File: src/rtl/ifm_sparse_packer_if.sv
// Stream-in / packed-write-out bundle for the IFM sparse packer.
// Handshake: an element moves when in_valid_i && in_ready_o are both high
// on a rising clock edge. in_valid_i never waits on in_ready_o, and
// in_ready_o depends only on packer state. The write side has no
// backpressure. Every strobe is a single-cycle pulse.
interface ifm_sparse_packer_if #(
  parameter int MEM_SIZE        = 128,
  parameter int PREFIX_SUM_SIZE = 32,
  parameter int DATA_WIDTH      = 8
);
  localparam int SM_NUM = MEM_SIZE / PREFIX_SUM_SIZE;
  localparam int AW     = $clog2(MEM_SIZE);
  localparam int SW     = (SM_NUM > 1) ? $clog2(SM_NUM) : 1;

  logic                       chunk_start_i;
  logic                       in_valid_i;
  logic                       in_ready_o;
  logic [DATA_WIDTH-1:0]      in_data_i;
  logic                       in_last_i;
  logic                       wr_en_o;
  logic [AW-1:0]              wr_addr_o;
  logic [DATA_WIDTH-1:0]      wr_data_o;
  logic                       sm_wr_en_o;
  logic [SW-1:0]              sm_wr_addr_o;
  logic [PREFIX_SUM_SIZE-1:0] sm_wr_data_o;
  logic                       done_o;
  logic [SW-1:0]              sm_last_o;
  logic [AW:0]                nz_count_o;

  modport slave (
    input  chunk_start_i, in_valid_i, in_data_i, in_last_i,
    output in_ready_o, wr_en_o, wr_addr_o, wr_data_o,
           sm_wr_en_o, sm_wr_addr_o, sm_wr_data_o,
           done_o, sm_last_o, nz_count_o
  );

  modport master (
    output chunk_start_i, in_valid_i, in_data_i, in_last_i,
    input  in_ready_o, wr_en_o, wr_addr_o, wr_data_o,
           sm_wr_en_o, sm_wr_addr_o, sm_wr_data_o,
           done_o, sm_last_o, nz_count_o
  );
endinterface

File: src/rtl/ifm_sparse_packer.sv
// IFM sparse packer: turns a dense chunk stream into a sparsemap word per
// segment plus contiguously packed nonzero elements starting at address 0.
// PREFIX_SUM_SIZE must be at least 2.
module ifm_sparse_packer #(
  parameter int MEM_SIZE        = 128,
  parameter int PREFIX_SUM_SIZE = 32,
  parameter int DATA_WIDTH      = 8
) (
  input  logic                clk_i,
  input  logic                rst_i,
  ifm_sparse_packer_if.slave  bus,
  output logic                dbg_state_o
);
  localparam int SM_NUM = MEM_SIZE / PREFIX_SUM_SIZE;
  localparam int AW     = $clog2(MEM_SIZE);
  localparam int SW     = (SM_NUM > 1) ? $clog2(SM_NUM) : 1;
  localparam int PW     = $clog2(PREFIX_SUM_SIZE);

  typedef enum logic {S_IDLE = 1'b0, S_PACK = 1'b1} state_t;

  state_t                     state_q, state_d;
  logic [AW:0]                elem_cnt_q, nz_cnt_q;
  logic [SW-1:0]              seg_cnt_q;
  logic [PREFIX_SUM_SIZE-1:0] sm_acc_q;

  logic                       accept, elem_nz, elem_last, seg_close;
  logic [PW-1:0]              pos;
  logic [PREFIX_SUM_SIZE-1:0] sm_word;

  // Accept decode and the sparsemap word including the current element.
  // An element arriving together with chunk_start_i is dropped. Bits above
  // pos are already zero because sm_acc is cleared at every segment start.
  always_comb begin
    accept    = bus.in_valid_i && (state_q == S_PACK) && !bus.chunk_start_i;
    pos       = elem_cnt_q[PW-1:0];
    elem_nz   = |bus.in_data_i;
    elem_last = bus.in_last_i || (elem_cnt_q == (AW+1)'(MEM_SIZE - 1));
    seg_close = (pos == PW'(PREFIX_SUM_SIZE - 1)) || elem_last;
    sm_word   = sm_acc_q | ({{(PREFIX_SUM_SIZE-1){1'b0}}, elem_nz} << pos);
  end

  // State register.
  always_ff @(posedge clk_i) begin
    if (rst_i) state_q <= S_IDLE;
    else       state_q <= state_d;
  end

  // Next state: a start always enters or restarts PACK; the last element returns to IDLE.
  always_comb begin
    state_d = state_q;
    case (state_q)
      S_IDLE: if (bus.chunk_start_i) state_d = S_PACK;
      S_PACK: begin
        if (bus.chunk_start_i)         state_d = S_PACK;
        else if (accept && elem_last)  state_d = S_IDLE;
      end
      default: state_d = S_IDLE;
    endcase
  end

  // State-decoded outputs.
  always_comb begin
    bus.in_ready_o = (state_q == S_PACK);
    dbg_state_o    = state_q;
  end

  // Counters, sparsemap accumulator and registered write/report outputs.
  always_ff @(posedge clk_i) begin
    if (rst_i) begin
      elem_cnt_q       <= '0;
      nz_cnt_q         <= '0;
      seg_cnt_q        <= '0;
      sm_acc_q         <= '0;
      bus.wr_en_o      <= 1'b0;
      bus.wr_addr_o    <= '0;
      bus.wr_data_o    <= '0;
      bus.sm_wr_en_o   <= 1'b0;
      bus.sm_wr_addr_o <= '0;
      bus.sm_wr_data_o <= '0;
      bus.done_o       <= 1'b0;
      bus.sm_last_o    <= '0;
      bus.nz_count_o   <= '0;
    end else begin
      bus.wr_en_o    <= 1'b0;
      bus.sm_wr_en_o <= 1'b0;
      bus.done_o     <= 1'b0;
      if (bus.chunk_start_i) begin
        elem_cnt_q <= '0;
        nz_cnt_q   <= '0;
        seg_cnt_q  <= '0;
        sm_acc_q   <= '0;
      end else if (accept) begin
        elem_cnt_q <= elem_cnt_q + 1'b1;
        if (elem_nz) begin
          bus.wr_en_o   <= 1'b1;
          bus.wr_addr_o <= nz_cnt_q[AW-1:0];
          bus.wr_data_o <= bus.in_data_i;
          nz_cnt_q      <= nz_cnt_q + 1'b1;
        end
        if (seg_close) begin
          bus.sm_wr_en_o   <= 1'b1;
          bus.sm_wr_addr_o <= seg_cnt_q;
          bus.sm_wr_data_o <= sm_word;
          seg_cnt_q        <= seg_cnt_q + 1'b1;
          sm_acc_q         <= '0;
        end else begin
          sm_acc_q <= sm_word;
        end
        if (elem_last) begin
          bus.done_o     <= 1'b1;
          bus.sm_last_o  <= seg_cnt_q;
          bus.nz_count_o <= nz_cnt_q + (AW+1)'(elem_nz);
        end
      end
    end
  end
endmodule

File: src/flat_wrapper.sv
// flat-port wrapper written by rule: the top's interface ports become plain ports
module ifm_sparse_packer_flat 
#(
  parameter int MEM_SIZE        = 128,
  parameter int PREFIX_SUM_SIZE = 32,
  parameter int DATA_WIDTH      = 8
)
  (clk_i, rst_i, dbg_state_o, bus_chunk_start_i, bus_in_valid_i, bus_in_data_i, bus_in_last_i, bus_in_ready_o, bus_wr_en_o, bus_wr_addr_o, bus_wr_data_o, bus_sm_wr_en_o, bus_sm_wr_addr_o, bus_sm_wr_data_o, bus_done_o, bus_sm_last_o, bus_nz_count_o);
  ifm_sparse_packer_if #(.MEM_SIZE(MEM_SIZE), .PREFIX_SUM_SIZE(PREFIX_SUM_SIZE), .DATA_WIDTH(DATA_WIDTH)) bus_i ();
  input  logic clk_i;
  input  logic rst_i;
  output logic dbg_state_o;
  input wire logic [$bits(bus_i.chunk_start_i)-1:0] bus_chunk_start_i;
  input wire logic [$bits(bus_i.in_valid_i)-1:0] bus_in_valid_i;
  input wire logic [$bits(bus_i.in_data_i)-1:0] bus_in_data_i;
  input wire logic [$bits(bus_i.in_last_i)-1:0] bus_in_last_i;
  output wire logic [$bits(bus_i.in_ready_o)-1:0] bus_in_ready_o;
  output wire logic [$bits(bus_i.wr_en_o)-1:0] bus_wr_en_o;
  output wire logic [$bits(bus_i.wr_addr_o)-1:0] bus_wr_addr_o;
  output wire logic [$bits(bus_i.wr_data_o)-1:0] bus_wr_data_o;
  output wire logic [$bits(bus_i.sm_wr_en_o)-1:0] bus_sm_wr_en_o;
  output wire logic [$bits(bus_i.sm_wr_addr_o)-1:0] bus_sm_wr_addr_o;
  output wire logic [$bits(bus_i.sm_wr_data_o)-1:0] bus_sm_wr_data_o;
  output wire logic [$bits(bus_i.done_o)-1:0] bus_done_o;
  output wire logic [$bits(bus_i.sm_last_o)-1:0] bus_sm_last_o;
  output wire logic [$bits(bus_i.nz_count_o)-1:0] bus_nz_count_o;
  assign bus_i.chunk_start_i = bus_chunk_start_i;
  assign bus_i.in_valid_i = bus_in_valid_i;
  assign bus_i.in_data_i = bus_in_data_i;
  assign bus_i.in_last_i = bus_in_last_i;
  assign bus_in_ready_o = bus_i.in_ready_o;
  assign bus_wr_en_o = bus_i.wr_en_o;
  assign bus_wr_addr_o = bus_i.wr_addr_o;
  assign bus_wr_data_o = bus_i.wr_data_o;
  assign bus_sm_wr_en_o = bus_i.sm_wr_en_o;
  assign bus_sm_wr_addr_o = bus_i.sm_wr_addr_o;
  assign bus_sm_wr_data_o = bus_i.sm_wr_data_o;
  assign bus_done_o = bus_i.done_o;
  assign bus_sm_last_o = bus_i.sm_last_o;
  assign bus_nz_count_o = bus_i.nz_count_o;
  ifm_sparse_packer #(.MEM_SIZE(MEM_SIZE), .PREFIX_SUM_SIZE(PREFIX_SUM_SIZE), .DATA_WIDTH(DATA_WIDTH)) u_core (.clk_i(clk_i), .rst_i(rst_i), .bus(bus_i), .dbg_state_o(dbg_state_o));
endmodule
File: config.mk
export PLATFORM = sky130hd
export DESIGN_NAME = ifm_sparse_packer_flat
export DESIGN_NICKNAME = d
export VERILOG_FILES = /design/src/rtl/ifm_sparse_packer_if.sv /design/src/rtl/ifm_sparse_packer.sv /design/src/flat_wrapper.sv
export SDC_FILE = /design/constraint.sdc
export NUM_CORES = 1
export LEC_CHECK = 0
export ABC_AREA = 1
export CAP_MARGIN = 20
export CORE_ASPECT_RATIO = 1.4
export CORE_MARGIN = 10
export CORE_UTILIZATION = 35
export CTS_CLUSTER_SIZE = 12
export DETAILED_ROUTE_END_ITERATION = 16
export HOLD_SLACK_MARGIN = 0.03
export PLACE_DENSITY = 0.67
export SKIP_CTS_REPAIR_TIMING = 1
export SYNTH_ARGS = -nofsm -noshare
export SYNTH_HDL_FRONTEND = slang
export SYNTH_SLANG_ARGS = --single-unit
File: constraint.sdc
create_clock -name clk_i -period 2.6 [get_ports clk_i]
set_input_delay 0.26 -clock clk_i [delete_from_list [all_inputs] [get_ports clk_i]]
set_output_delay 0.26 -clock clk_i [all_outputs]
set_load 0.01 [all_outputs]
# Word-level counts from Yosys, hierarchy flattened
# Cells that the tools add are included.
# op_classes
shift	1
bitwise	4
add_sub_neg	4
n_eq_ne	2
muxes	8
reduce_logical	14
# op_table
operator	count
$mux W32	1
$or A32 B32 Y32	1
$shl A1 B5 Y32	1
$add A8 B1 Y8 const B	2
$reduce_and A3 Y1	3
$add A8 B1 Y8	1
$eq A8 B7 Y1 const B	1
$reduce_or A8 Y1	1
$mux W1	6
$eq A5 B5 Y1 const B	1
$reduce_and A2 Y1	2
$logic_and A1 B1 Y1	3
$not A1 Y1	3
$reduce_or A3 Y1	1
$add A2 B1 Y2 const B	1
$logic_or A1 B1 Y1	2
$pmux W1 S2	1
$reduce_or A2 Y1	1
$logic_not A1 Y1	1
# totals
ff_bits	113
wordCells	47
inputBits	13

# Logic depth before layout (Yosys ltp)
# depth
depth_word	6
depth_mapped	13
depth_no_buf	10

# Least setup slack after synthesis
# Ideal clock, no wire load.
# synth_path
path_kind	reg-to-reg
start	reg u_core.elem_cnt_q[3]
end	reg u_core.bus.sm_wr_data_o[1] (netlist bit)
setup_ns	0.109
path_buffers	4
stages_incl_launch_ff	14
arrival_ns	1.747
t_required_ns	2.491
setup_slack_ns	0.744
cell_sequence	dfxtp_1 > buf_2 > clkinv_1 > clkbuf_1 > nor2_1 > ha_1 > nand2_1 > nand3_2 > buf_6 > buf_6 > o21ai_1 > clkinv_1 > nand2_1 > inv_1
# synth_between
elab_chain_len	4
elab_cells_between_ends	7
# synth_rtl
element	line_no	text
start: declaration	ifm_sparse_packer.sv:22	logic [AW:0] elem_cnt_q, nz_cnt_q;
start signal: assignment	ifm_sparse_packer.sv:93	elem_cnt_q <= elem_cnt_q + 1'b1;
$eq A8 B7 Y1	ifm_sparse_packer.sv:37	elem_last = bus.in_last_i || (elem_cnt_q == (AW+1)'(MEM_SIZE - 1));
$logic_or A1 B1 Y1	ifm_sparse_packer.sv:37	
$logic_or A1 B1 Y1	ifm_sparse_packer.sv:38	seg_close = (pos == PW'(PREFIX_SUM_SIZE - 1)) || elem_last;
$reduce_and A3 Y1 (no line)	n/a	
end signal: assignment	ifm_sparse_packer.sv:103	bus.sm_wr_data_o <= sm_word;
end: declaration	ifm_sparse_packer_if.sv:33	sm_wr_en_o, sm_wr_addr_o, sm_wr_data_o,
# Parallel ways exist; a longest one is shown, timed or not.
# A chain may end at the register's enable or synchronous reset.

# Worst setup path in the final report
# layout_path
start	reg u_core.elem_cnt_q[0]
end	reg u_core.sm_acc_q[0]
# layout_between
elab_chain_len	4
elab_cells_between_ends	7
# layout_rtl
element	line_no	text
$eq A8 B7 Y1	ifm_sparse_packer.sv:37	
$logic_or A1 B1 Y1	ifm_sparse_packer.sv:37	
$logic_or A1 B1 Y1	ifm_sparse_packer.sv:38	
$mux W32 (*)	ifm_sparse_packer.sv:100	if (seg_close) begin
end signal: assignment	ifm_sparse_packer.sv:107	sm_acc_q <= sm_word;
end: declaration	ifm_sparse_packer.sv:24	logic [PREFIX_SUM_SIZE-1:0] sm_acc_q;
# Every way passes the cells marked *; elsewhere a longest branch is shown, timed or not.

==> results.yml <==
power:
  p_leak_nw: 2.82
  power_density_nw_per_um2: 718
  p_seq_share_pct: 38.1
  power_switching_uw: 927
  pwr-share-comb_pct: 4.9
  p_int_mw: 3.74
  power.share.clock_pct: 57.0
  ir_drop_v: 0.000400
  swShare_pct: 19.9
placement:
  port-buffer-count: 76
  hpwl_um: 8780
  gp_congestion: 0.786
global_routing:
  antenna_found_initial: 0
  grt_first_pass_wirelength_um: 21000
  grt_max_degree: 51
  grt_pass1_vias: 4208
  overflow: 0
  globalRouteTotalUtil_pct: 13.3
critical_path:
  critPathKind: "flop to flop"
  worstReg2RegEnd: "u_core.sm_acc_q[0]$_SDFFE_PP0P_"
  critical-path-max-stage-delay_ns: 0.34
  worstRegToRegCells: 10
  cp.required_ns: 2.94
  r2r_setup_slack_ns: 0.73
  cp-end-kind: "flop"
  cp.arrival_ns: 2.21
  start_kind: "flop"
  crit_slowest_cell: "dfxtp_1"
  critical_path.max_fanout: 16
  cp_cell_sequence: "ha_1 -> nand2_2 -> nor2_1 -> ha_1 -> nand2_1 -> nand3_2 -> nor2_2 -> buf_4 -> o21ai_0 -> nor2_1"
  timing.rr.start: "u_core.elem_cnt_q[0]$_SDFFE_PP0P_"
synthesis:
  synth_top_family_by_area: "simple AND/OR/NAND/NOR gates"
  synth-adder-area-share_pct: 1.27
  synth_warnings: 0
  syn_area_per_cell_um2: 7.22
  ys_seq_elements: 113
  ys_types: 29
  synth-compound-area-share_pct: 14.8
  synth_simple_gate_area_share_pct: 22.5
  synth_xor_xnor_area_share_pct: 1.78
  synth_top_area_share_pct: 46.0
  netlist_area_um2: 4920
  ys_seq_area_share_pct: 46.0
  yosys.area.top_type: "dfxtp_1"
  synth_nets: 700
  netlist_instances: 682
  synthTopCellsByArea: "dfxtp_1 46%, inv_1 8.6%, nand2_1 7.8%"
  synthMuxAreaShare_pct: 0
cells_and_area:
  seqCellArea_um2: 2260
  area_delta_synth_final_pct: 32.0
  final_cell_mix: "113 x inv_1, 113 x dfxtp_1, 102 x nand2_1, 76 x clkdlybuf4s50_1, 64 x nand3_1"
  antenna_cells: 0
  drive_gt1_share_pct: 6.79
  finalNetCount: 771
  multiInputGateArea_um2: 1990
  n_fill_cell: 1367
sta:
  relSlewSlack_pct: 49.2
  setup_viol: 0
  finalHoldViolations: 0
  period_share_pct: 72.0
  max_freq_mhz: 534
  period_minus_slack_ns: 1.87
  fin_tns_setup_ns: 0
  fin_worst_hold_slack_ns: 0.411
  drv_slew: 0
  fin_worst_skew_ns: 0.00546
  tightest_slew_ns: 0.762
  rsz0062_at_grt: "false"
clock_network:
  clk_pin_slew_ns: 0.05
  clk_path_buf_depth: 2
  numCtsBuffers: 17
  cts_root_buf: "clkbuf_16"
  clk-insertion-delay-late_ns: 0.41
  cts_tree: "built"
  cts_sinks: 113
  h-tree-depth: 4
worst_hold_path:
  min_from: "bus_in_data_i[1]"
  holdPathEnd: "u_core.bus.wr_data_o[1]$_SDFFE_PP0P_"
  min_path_type: "primary input to flop"
  holdPathStages: 3
die:
  num_rows: 51
  start_util_pct: 35.5
  design.die.area_um2: 19300
  die-width_um: 120
  die_h_um: 160
  io_pins: 77
  coreArea_um2: 13800
drt:
  first_pass_iters: 5
  met1Wirelength_um: 5400
  wl_met3_um: 737
  wl_um: 12500
  antenna_left: 0
  route.detailed.wl_per_inst_um: 13.2
  via_per_inst: 4.61
  vias: 4384
  routed-wl-met2_um: 6180
  drc_errors: 0
  drt_iter0_drc: 255
  top_layer_used: "met4"
outcome:
  status: "finished clean"
flow_run:
  max-cap-violations: 0
Yosys cell counts:
master and instances:
ha_1 5, inv_1 113, a31oi_1 16, nor2_2 2, nand3_1 64, nor3_1 4
nand2_1 102, o21ai_0 61, o21ai_1 26, buf_2 7, o21bai_1 4, nor3_2 1
xor2_1 8, dfxtp_1 113, buf_1 1, xnor2_1 2, o211a_1 1, buf_4 3
clkinv_1 10, nor3b_1 1, inv_2 2, nand4_1 13, a21oi_1 31, nand2_2 4
nor2_1 61, nor2_4 1, nand3_2 1, buf_6 6, clkbuf_1 19
power groups by stage:
stage          clock network [mW]  registers [mW]  logic (mW)
6_report                     2.66            1.78       0.229
5_1_grt                      2.77            1.78       0.257
4_1_cts                      2.70            1.78       0.234
3_5_place_dp                    0            1.81       0.232
3_3_place_gp                    0            1.81       0.230
2_1_floorplan                   0            1.82       0.112
cells by family (layout without fill, tap and decap cells):
kind of cell | Yosys count | in the layout
AO/OA/AOI/OAI | 139 | 139
flip-flops | 113 | 113
adder cells (fa/ha/maj) | 5 | 5
XOR/XNOR | 10 | 10
buffers and inverters | 161 | 245
AND/OR/NAND/NOR | 254 | 254
registers in the layout (all words and copies together) (netlist names), 2 cells and up:
signal / flops
u_core.bus.sm_wr_data_o: 32
u_core.elem_cnt_q: 8
u_core.seg_cnt_q: 2
u_core.bus.nz_count_o: 8
u_core.bus.wr_addr_o: 7
u_core.nz_cnt_q: 8
u_core.bus.sm_last_o: 2
u_core.sm_acc_q: 32
u_core.bus.wr_data_o: 8
u_core.bus.sm_wr_addr_o: 2
final cells by class:
cell class | instances | share of cell area [%]
Sequential cell | 113 | 34.8
Multi-Input combinational cell | 408 | 30.6
Timing Repair Buffer | 88 | 13.3
Clock buffer | 23 | 7.36
Inverter | 125 | 7.22
Tap cell | 185 | 3.56
Clock inverter | 9 | 3.10
worst max-delay path, delay by kind of cell, from the launching register on:
kind                     cells  cell delay, ns
AO/OA/AOI/OAI                1            0.13
adder cells (fa/ha/maj)      2            0.39
buffers and inverters        1            0.21
flip-flops                   1            0.34
AND/OR/NAND/NOR              6            0.74
layer usage:
metal | global-route usage [%] | vias up
li1 | - | 2318
met1 | 15.0 | 1936
met2 | 22.6 | 116
met3 | 4.39 | 14
met4 | 5.45 | 0
met5 | 0 | -
per-stage QoR:
stage,area (µm²),utilization (%),std cells,setup WS [ns],total power [mW]
finish,6500,46.9,951,0.728,4.66
CTS,6500,46.9,951,0.705,4.71
global placement,5820,42.0,919,0.560,2.04
detailed placement,5820,42.0,919,0.477,2.05
global route,6500,46.9,951,0.488,4.81
floorplan,4920,-,682,0.744,1.94
worst max path at each step:
| stage | startpoint | end | slack (ns) |
|---|---|---|---|
| floorplan | u_core.elem_cnt_q[3]$_SDFFE_PP0P_ | u_core.bus.sm_wr_data_o[1]$_SDFFE_PP0P_ | 0.74 |
| global route | u_core.elem_cnt_q[3]$_SDFFE_PP0P_ | u_core.sm_acc_q[1]$_SDFFE_PP0P_ | 0.49 |
| detailed placement | bus_in_data_i[0] | u_core.bus.nz_count_o[6]$_SDFFE_PP0P_ | 0.48 |
| finish | u_core.elem_cnt_q[0]$_SDFFE_PP0P_ | u_core.sm_acc_q[0]$_SDFFE_PP0P_ | 0.73 |
| global placement | bus_in_data_i[1] | u_core.bus.sm_wr_data_o[28]$_SDFFE_PP0P_ | 0.56 |
| CTS | u_core.elem_cnt_q[0]$_SDFFE_PP0P_ | u_core.sm_acc_q[0]$_SDFFE_PP0P_ | 0.70 |
Note: power is estimated with default switching activity, not from simulation.
